**src/rtl/perceptron_driver_if.sv**
```systemverilog
// perceptron_driver_if
//   Bundles the signals between perceptron_driver and its surroundings:
//   - pattern push port:   wr_valid, wr_data, wr_label, wr_ready
//   - perceptron classify: p_in, p_en, p_ready, p_out
//   - result/status:       res_valid, res_class, res_match, res_timeout,
//                          hit_cnt, total_cnt, busy
//   The master modport is the driver itself. The slave modport is whatever
//   feeds patterns in, reads results, and plays the perceptron.
interface perceptron_driver_if #(
  parameter int WIDTH = 25,
  parameter int CNT_W = 8
);
  logic             wr_valid;
  logic [WIDTH-1:0] wr_data;
  logic [1:0]       wr_label;
  logic             wr_ready;

  logic [WIDTH-1:0] p_in;
  logic             p_en;
  logic             p_ready;
  logic [1:0]       p_out;

  logic             res_valid;
  logic [1:0]       res_class;
  logic             res_match;
  logic             res_timeout;
  logic [CNT_W-1:0] hit_cnt;
  logic [CNT_W-1:0] total_cnt;
  logic             busy;

  modport master (
    input  wr_valid, wr_data, wr_label, p_ready, p_out,
    output wr_ready, p_in, p_en,
    output res_valid, res_class, res_match, res_timeout,
    output hit_cnt, total_cnt, busy
  );

  modport slave (
    output wr_valid, wr_data, wr_label, p_ready, p_out,
    input  wr_ready, p_in, p_en,
    input  res_valid, res_class, res_match, res_timeout,
    input  hit_cnt, total_cnt, busy
  );
endinterface

```
**src/rtl/perceptron_driver.sv**
```systemverilog
// perceptron_driver
//   Initiator for a perceptron classify port. Patterns and their expected
//   labels are queued in a small FIFO. Each pattern is presented on p_in
//   with p_en held high. p_ready is ignored for the first MIN_WAIT cycles
//   so a stale ready from the previous pattern cannot be captured. The
//   class returned on p_out is then compared against the label, and
//   saturating hit/total counters are updated.
// Ports:
//   clk, rst : clock (rising edge) and asynchronous active-high reset
//   bus      : perceptron_driver_if.master carrying push, classify and
//              result/status signals
module perceptron_driver #(
  parameter int WIDTH    = 25,
  parameter int DEPTH    = 8,
  parameter int MIN_WAIT = 6,
  parameter int TIMEOUT  = 100,
  parameter int CNT_W    = 8
) (
  input  logic                clk,
  input  logic                rst,
  perceptron_driver_if.master bus
);

  localparam int AW = $clog2(DEPTH);
  localparam int WW = $clog2(TIMEOUT + 1);

  localparam logic [WW-1:0]    DRIVE_LAST = WW'(MIN_WAIT - 1);
  localparam logic [WW-1:0]    TO_LAST    = WW'(TIMEOUT - 1);
  localparam logic [CNT_W-1:0] CNT_MAX    = '1;

  typedef struct packed {
    logic [WIDTH-1:0] data;
    logic [1:0]       label;
  } entry_t;

  typedef enum logic [2:0] {
    S_IDLE,
    S_DRIVE,
    S_WAIT,
    S_DONE,
    S_GAP
  } state_t;

  // ---------------------------------------------------------------- FIFO
  // The pointers carry one extra wrap bit. Equal pointers mean empty.
  // Pointers that differ only in the wrap bit mean full.
  entry_t        mem [DEPTH];
  logic [AW:0]   wptr, rptr;
  logic          empty, full, push, pop;
  entry_t        head;
  state_t        state;

  assign empty = (wptr == rptr);
  assign full  = (wptr[AW] != rptr[AW]) && (wptr[AW-1:0] == rptr[AW-1:0]);
  assign head  = mem[rptr[AW-1:0]];

  // The FSM takes the head only from IDLE. A pop frees a slot in the same
  // cycle, so a push into a full FIFO still succeeds while it pops.
  assign pop          = (state == S_IDLE) && !empty;
  assign bus.wr_ready = !full || pop;
  assign push         = bus.wr_valid && bus.wr_ready;

  always_ff @(posedge clk) begin
    if (push) mem[wptr[AW-1:0]] <= entry_t'{data: bus.wr_data, label: bus.wr_label};
  end

  always_ff @(posedge clk or posedge rst) begin
    if (rst) begin
      wptr <= '0;
      rptr <= '0;
    end else begin
      if (push) wptr <= wptr + 1'b1;
      if (pop)  rptr <= rptr + 1'b1;
    end
  end

  // ----------------------------------------------------------------- FSM
  logic [WIDTH-1:0] p_in_q;
  logic             p_en_q;
  logic [1:0]       label_q;
  logic [WW-1:0]    wcnt;
  logic             res_valid_q, res_match_q, res_timeout_q;
  logic [1:0]       res_class_q;
  logic [CNT_W-1:0] hit_q, total_q;
  logic             match_now;

  // A match is only possible on a real ready. A timeout never counts as a hit.
  assign match_now = bus.p_ready && (bus.p_out == label_q);

  always_ff @(posedge clk or posedge rst) begin
    if (rst) begin
      state         <= S_IDLE;
      p_in_q        <= '0;
      p_en_q        <= 1'b0;
      label_q       <= '0;
      wcnt          <= '0;
      res_valid_q   <= 1'b0;
      res_class_q   <= '0;
      res_match_q   <= 1'b0;
      res_timeout_q <= 1'b0;
      hit_q         <= '0;
      total_q       <= '0;
    end else begin
      res_valid_q <= 1'b0;
      case (state)
        S_IDLE: begin
          // p_in is written only here, so it holds through GAP/IDLE.
          if (!empty) begin
            p_in_q  <= head.data;
            label_q <= head.label;
            p_en_q  <= 1'b1;
            wcnt    <= '0;
            state   <= S_DRIVE;
          end
        end
        S_DRIVE: begin
          // Stale-ready guard: p_ready is not looked at in this state.
          wcnt <= wcnt + 1'b1;
          if (wcnt == DRIVE_LAST) state <= S_WAIT;
        end
        S_WAIT: begin
          // The result registers, pulse and counters are loaded on the
          // way into DONE, so all of them are visible during the DONE cycle.
          if (bus.p_ready || (wcnt == TO_LAST)) begin
            res_class_q   <= bus.p_ready ? bus.p_out : 2'b11;
            res_match_q   <= match_now;
            res_timeout_q <= !bus.p_ready;
            res_valid_q   <= 1'b1;
            p_en_q        <= 1'b0;
            if (total_q != CNT_MAX)             total_q <= total_q + 1'b1;
            if (match_now && (hit_q != CNT_MAX)) hit_q  <= hit_q + 1'b1;
            state <= S_DONE;
          end else begin
            wcnt <= wcnt + 1'b1;
          end
        end
        S_DONE:  state <= S_GAP;
        // The extra low cycle gives the perceptron a clean en falling edge.
        S_GAP:   state <= S_IDLE;
        default: state <= S_IDLE;
      endcase
    end
  end

  assign bus.p_in        = p_in_q;
  assign bus.p_en        = p_en_q;
  assign bus.res_valid   = res_valid_q;
  assign bus.res_class   = res_class_q;
  assign bus.res_match   = res_match_q;
  assign bus.res_timeout = res_timeout_q;
  assign bus.hit_cnt     = hit_q;
  assign bus.total_cnt   = total_q;
  assign bus.busy        = (state != S_IDLE) || !empty;

endmodule
```
**src/flat_wrapper.sv**
```systemverilog
// flat-port wrapper written by rule: the top's interface ports become plain ports
module perceptron_driver_flat 
#(
  parameter int WIDTH    = 25,
  parameter int DEPTH    = 8,
  parameter int MIN_WAIT = 6,
  parameter int TIMEOUT  = 100,
  parameter int CNT_W    = 8
)
  (clk, rst, bus_wr_valid, bus_wr_data, bus_wr_label, bus_p_ready, bus_p_out, bus_wr_ready, bus_p_in, bus_p_en, bus_res_valid, bus_res_class, bus_res_match, bus_res_timeout, bus_hit_cnt, bus_total_cnt, bus_busy);
  perceptron_driver_if #(.WIDTH(WIDTH), .CNT_W(CNT_W)) bus_i ();
  input  logic clk;
  input  logic rst;
  input wire logic [$bits(bus_i.wr_valid)-1:0] bus_wr_valid;
  input wire logic [$bits(bus_i.wr_data)-1:0] bus_wr_data;
  input wire logic [$bits(bus_i.wr_label)-1:0] bus_wr_label;
  input wire logic [$bits(bus_i.p_ready)-1:0] bus_p_ready;
  input wire logic [$bits(bus_i.p_out)-1:0] bus_p_out;
  output wire logic [$bits(bus_i.wr_ready)-1:0] bus_wr_ready;
  output wire logic [$bits(bus_i.p_in)-1:0] bus_p_in;
  output wire logic [$bits(bus_i.p_en)-1:0] bus_p_en;
  output wire logic [$bits(bus_i.res_valid)-1:0] bus_res_valid;
  output wire logic [$bits(bus_i.res_class)-1:0] bus_res_class;
  output wire logic [$bits(bus_i.res_match)-1:0] bus_res_match;
  output wire logic [$bits(bus_i.res_timeout)-1:0] bus_res_timeout;
  output wire logic [$bits(bus_i.hit_cnt)-1:0] bus_hit_cnt;
  output wire logic [$bits(bus_i.total_cnt)-1:0] bus_total_cnt;
  output wire logic [$bits(bus_i.busy)-1:0] bus_busy;
  assign bus_i.wr_valid = bus_wr_valid;
  assign bus_i.wr_data = bus_wr_data;
  assign bus_i.wr_label = bus_wr_label;
  assign bus_i.p_ready = bus_p_ready;
  assign bus_i.p_out = bus_p_out;
  assign bus_wr_ready = bus_i.wr_ready;
  assign bus_p_in = bus_i.p_in;
  assign bus_p_en = bus_i.p_en;
  assign bus_res_valid = bus_i.res_valid;
  assign bus_res_class = bus_i.res_class;
  assign bus_res_match = bus_i.res_match;
  assign bus_res_timeout = bus_i.res_timeout;
  assign bus_hit_cnt = bus_i.hit_cnt;
  assign bus_total_cnt = bus_i.total_cnt;
  assign bus_busy = bus_i.busy;
  perceptron_driver #(.WIDTH(WIDTH), .DEPTH(DEPTH), .MIN_WAIT(MIN_WAIT), .TIMEOUT(TIMEOUT), .CNT_W(CNT_W)) u_core (.clk(clk), .rst(rst), .bus(bus_i));
endmodule
```
**config.mk**
```make
export PLATFORM = sky130hd
export DESIGN_NAME = perceptron_driver_flat
export DESIGN_NICKNAME = d
export VERILOG_FILES = /design/src/rtl/perceptron_driver_if.sv /design/src/rtl/perceptron_driver.sv /design/src/flat_wrapper.sv
export SDC_FILE = /design/constraint.sdc
export NUM_CORES = 1
export LEC_CHECK = 0
export BUFFER_PORTS_ARGS = -buffer_cell sky130_fd_sc_hd__buf_2
export CELL_PAD_IN_SITES_DETAIL_PLACEMENT = 0
export CELL_PAD_IN_SITES_GLOBAL_PLACEMENT = 1
export CORE_UTILIZATION = 45
export CTS_CLUSTER_DIAMETER = 40
export DETAILED_ROUTE_END_ITERATION = 8
export GPL_TIMING_DRIVEN = 0
export PLACE_DENSITY = 0.67
export SETUP_SLACK_MARGIN = 0.2
export SKIP_LAST_GASP = 1
export SLEW_MARGIN = 20
export SYNTH_ARGS = -nofsm -noshare
export SYNTH_HDL_FRONTEND = slang
export SYNTH_SLANG_ARGS = --single-unit
```
**constraint.sdc**
```tcl
create_clock -name clk -period 8.8 [get_ports clk]
set_input_delay 0.44 -clock clk [delete_from_list [all_inputs] [get_ports clk]]
set_output_delay 0.44 -clock clk [all_outputs]
set_load 0.02 [all_outputs]
```
==> results.txt <==
Setup violations remaining at the end of the flow were counted as 0. The minimum hold slack is 0.181 ns, and the placeable core region is 24500 sq um. The number of detailed-route iterations in the first pass was 5; the count of unique library cells instantiated by Yosys was 54. The H-tree was split into 2 levels. Flip-flop cell with the highest count after synthesis: edfxtp_1. For the pin with the worst max-slew slack, the measured transition is 0.890 ns. The run gives 40.7% as the remaining max-slew budget at the tightest pin. For this run, design rule violations remaining after detail routing come to 0.

The die is 160 um tall. Number of max-cap violations: 0. The final route contains 5828 vias. The run gives 0 as the number of hold violations in the final report. The worst setup path is captured at a flop. Clock latency reported for the late side of the worst-skew pair: 0.52 ns. Once routing completed, OpenROAD measured the worst setup slack at 5.75 ns. The mean area per synthesized cell was 19.5 sq um. In this run the cell area measured after placement is 12400 sq um. The number of clock sinks was 283. In the layout the commonest cells are edfxtp_1, buf_2, dfrtp_1.

For this block, the initial DRC count from the detailed router was 508. CTS placed an instance of clkbuf_16 at the clock tree root. The run finished with clean final reports. STA puts the critical path data arrival time at 3.27 ns. The number of enable-type register cells in the synthesized netlist is 216, and the combined area of all synthesized cells is 11300 sq um. The total clock buffers created by CTS is 38, and the net count of the mapped netlist is 618. Entering global routing, the biggest net connects 54 pins. Number of port buffers: 81. For the end-of-flow core utilization, the log shows 55.8%. In the finished design, the share of the clock period the worst path needs comes to 34.7%.

The gate count of the mapped netlist is 579. At the placement stage, the worst setup path has a slack of 5.75 ns. The leakage component of the power came out at 4.98 nW. Ranked by total cell area, the synthesized netlist is headed by edfxtp_1, dfrtp_1, mux4_2. The setup path with the least slack is of type reg2reg. For this configuration, the core starts out at a cell density of 46.1%. Global routing finished with a remaining overflow of 0.

The run gives 0 as the count of nets left with antenna violations after detail routing. IR analysis of the VDD net gives a maximum drop of 192 uV. The logs give 755 for the net total in the final layout and 2 for the initial antenna violation count. TritonCTS built the clock tree.

The number of antenna diodes in the final layout is 0. The count of pins over their slew limit came out at 0. The top cell type by area accounts for 57.5% of the synthesized area.

The highest achievable clock rate was 328 MHz; the layout overhead on the synthesized area was 21.1%. In this run, synthesis produced a sequential element count of 283. In this run the worst path has a maximum fanout of 10. Setup repair after global routing left no endpoint under its margin. The sequential-to-total area share from yosys stat is 72.4%. Between clock sinks in the finished design, the worst skew comes to 0.0239 ns. During synthesis, Yosys emitted a total of 0 warnings. After detailed routing, the average wire length per cell comes to 21.3 um. The required time of the critical path was 9.02 ns; the final wirelength was 22.8 mm.

The sum of negative setup slack came out at 0 ns. The finished cells cover 13700 sq um. In this run the power density over the cells is 355 nW/um^2. Using the TritonRoute via totals, the vias-per-cell ratio works out to 5.45.

Clock-pin slew was measured on the worst setup and hold paths at 0.06 ns. The maximum buffer depth of the clock tree is 3, and the via count of the first global-routing pass is 6152. The tools report the detailed placer's ending HPWL as 14.7 mm. The die covers 25700 sq um. Most common cell after layout, fill and taps aside: edfxtp_1. In this run, post-CTS repair resized a total of 0 instances.

The aggregate global-route resource usage is 18.6%. For this run, asynchronously set or reset flops after synthesis account for 23.7%. The overall die width works out to 160 um.

Boundary pin count: 82. The worst setup path is launched from a flop. The minimum clock period after layout was 3.05 ns.

In the final layout, the share of cells above drive strength 1 is 39.5%. The routability-driven placement congestion ratio was 0.815. The class of the tightest hold or removal check is in2reg.

The first global-routing pass estimated 36.0 mm of wire. The initialized floorplan defines 57 standard-cell rows. The largest total area in the synthesized netlist belongs to edfxtp_1.
## final cells by class
type                       instances  area, sq um
inverter                          10         40.0
clock inverter                    25          262
clock buffer                      44          973
fill                            1885        10800
multi-input combinational        263         2980
sequential                       283         8160
buffer                            23          146
timing repair buffer              97          687
tap                              324          405
## metrics by stage
step | std cells | total power [mW]
6_report | 1069 | 4.85
5_1_grt | 1069 | 5.09
4_1_cts | 1069 | 4.91
3_5_place_dp | 999 | 3.42
3_3_place_gp | 984 | 3.32
2_1_floorplan | 579 | 2.92
## metal layers
metal / up-vias / wire, um / part of all wire [%] / GRT usage, %
met3: 48 / 1190 / 5.2 / 3.95
met5: - / 22 / 0.097 / 0
met1: 3007 / 10100 / 44 / 25.9
met2: 142 / 11000 / 48 / 29.5
li1: 2627 / - / - / -
met4: 4 / 463 / 2.0 / 5.71
## cell families after synthesis
| logic type | after synthesis | share of synthesized area [%] |
|---|---|---|
| AO/OA/AOI/OAI | 47 | 2.92 |
| buffers and inverters | 33 | 1.63 |
| multiplexers | 113 | 16.6 |
| AND/OR/NAND/NOR | 75 | 4.06 |
| flip-flops | 283 | 72.4 |
| adder cells (fa/ha/maj) | 6 | 0.666 |
| XOR/XNOR | 22 | 1.71 |
## repair_timing
item / in CTS / in global routing
hold endpoints to repair: 14 / 0
setup buffers: 0 / 0
hold buffers: 1 / 0
endpoints found under the setup margin: 0 / 0
## where the power goes
group	internal [mW]	leakage (nW)	switching (mW)	total, mW
clock network	0.899	0.592	0.582	1.48
logic	0.721	1.61	0.794	1.51
registers	1.73	2.79	0.125	1.85
## cells in the mapped netlist (all sizes together) (2+ instances only)
| cell | instances |
|---|---|
| a21oi | 5 |
| ha | 6 |
| nor3 | 5 |
| nand4 | 4 |
| a211oi | 5 |
| mux2 | 56 |
| nand3 | 11 |
| mux2i | 3 |
| nor2 | 12 |
| and2 | 2 |
| inv | 10 |
| o211ai | 3 |
| clkbuf | 7 |
| xor2 | 12 |
| a31oi | 7 |
| and4b | 2 |
| dfrtp | 67 |
| and4 | 2 |
| buf | 16 |
| nand2 | 9 |
| and3 | 7 |
| o21ai | 7 |
| edfxtp | 216 |
| mux4 | 54 |
| o22a | 6 |
| nor4b | 2 |
| xnor2 | 10 |
| nor3b | 2 |
| or2 | 2 |
| a211o | 2 |
| a21o | 5 |
| nand2b | 4 |
| nor2b | 4 |
## registers in the layout, summed over array words and instances (netlist names)
name	cells
u_core.bus.res_match	1
u_core.bus.res_timeout	1
u_core.mem	216
u_core.bus.total_cnt	8
u_core.wcnt	7
u_core.label_q	2
u_core.bus.p_en	1
u_core.state	3
u_core.bus.res_class	2
u_core.rptr	4
u_core.bus.res_valid	1
u_core.wptr	4
u_core.bus.hit_cnt	8
u_core.bus.p_in	25
## worst max-delay path, cell delays in order, from the launching register on
cell,delay [ns]
dfrtp_1,0.35
buf_2,0.17
nor3_2,0.43
clkbuf_1,0.44
o211ai_1,0.34
nor3_2,0.59
buf_6,0.23
buf_4,0.20
## path summary, 6_finish.rpt
kind | end | cells past startpoint | slack (ns) | startpoint
worst max-delay path | u_core.mem[1][4] | 7 | 5.75 | u_core.state[0]
worst min-delay path | u_core.mem[2][17] | 1 | 0.18 | bus_wr_data[15]
worst max register to register | u_core.mem[1][4] | 7 | 5.75 | u_core.state[0]
worst min register to register | u_core.bus.res_match | 1 | 0.49 | u_core.bus.res_match
min in group asynchronous | u_core.bus.p_in[3] | 3 | 0.41 | rst
max in group asynchronous | u_core.wcnt[3] | 4 | 7.82 | rst
(Power assumes the default switching activity.)
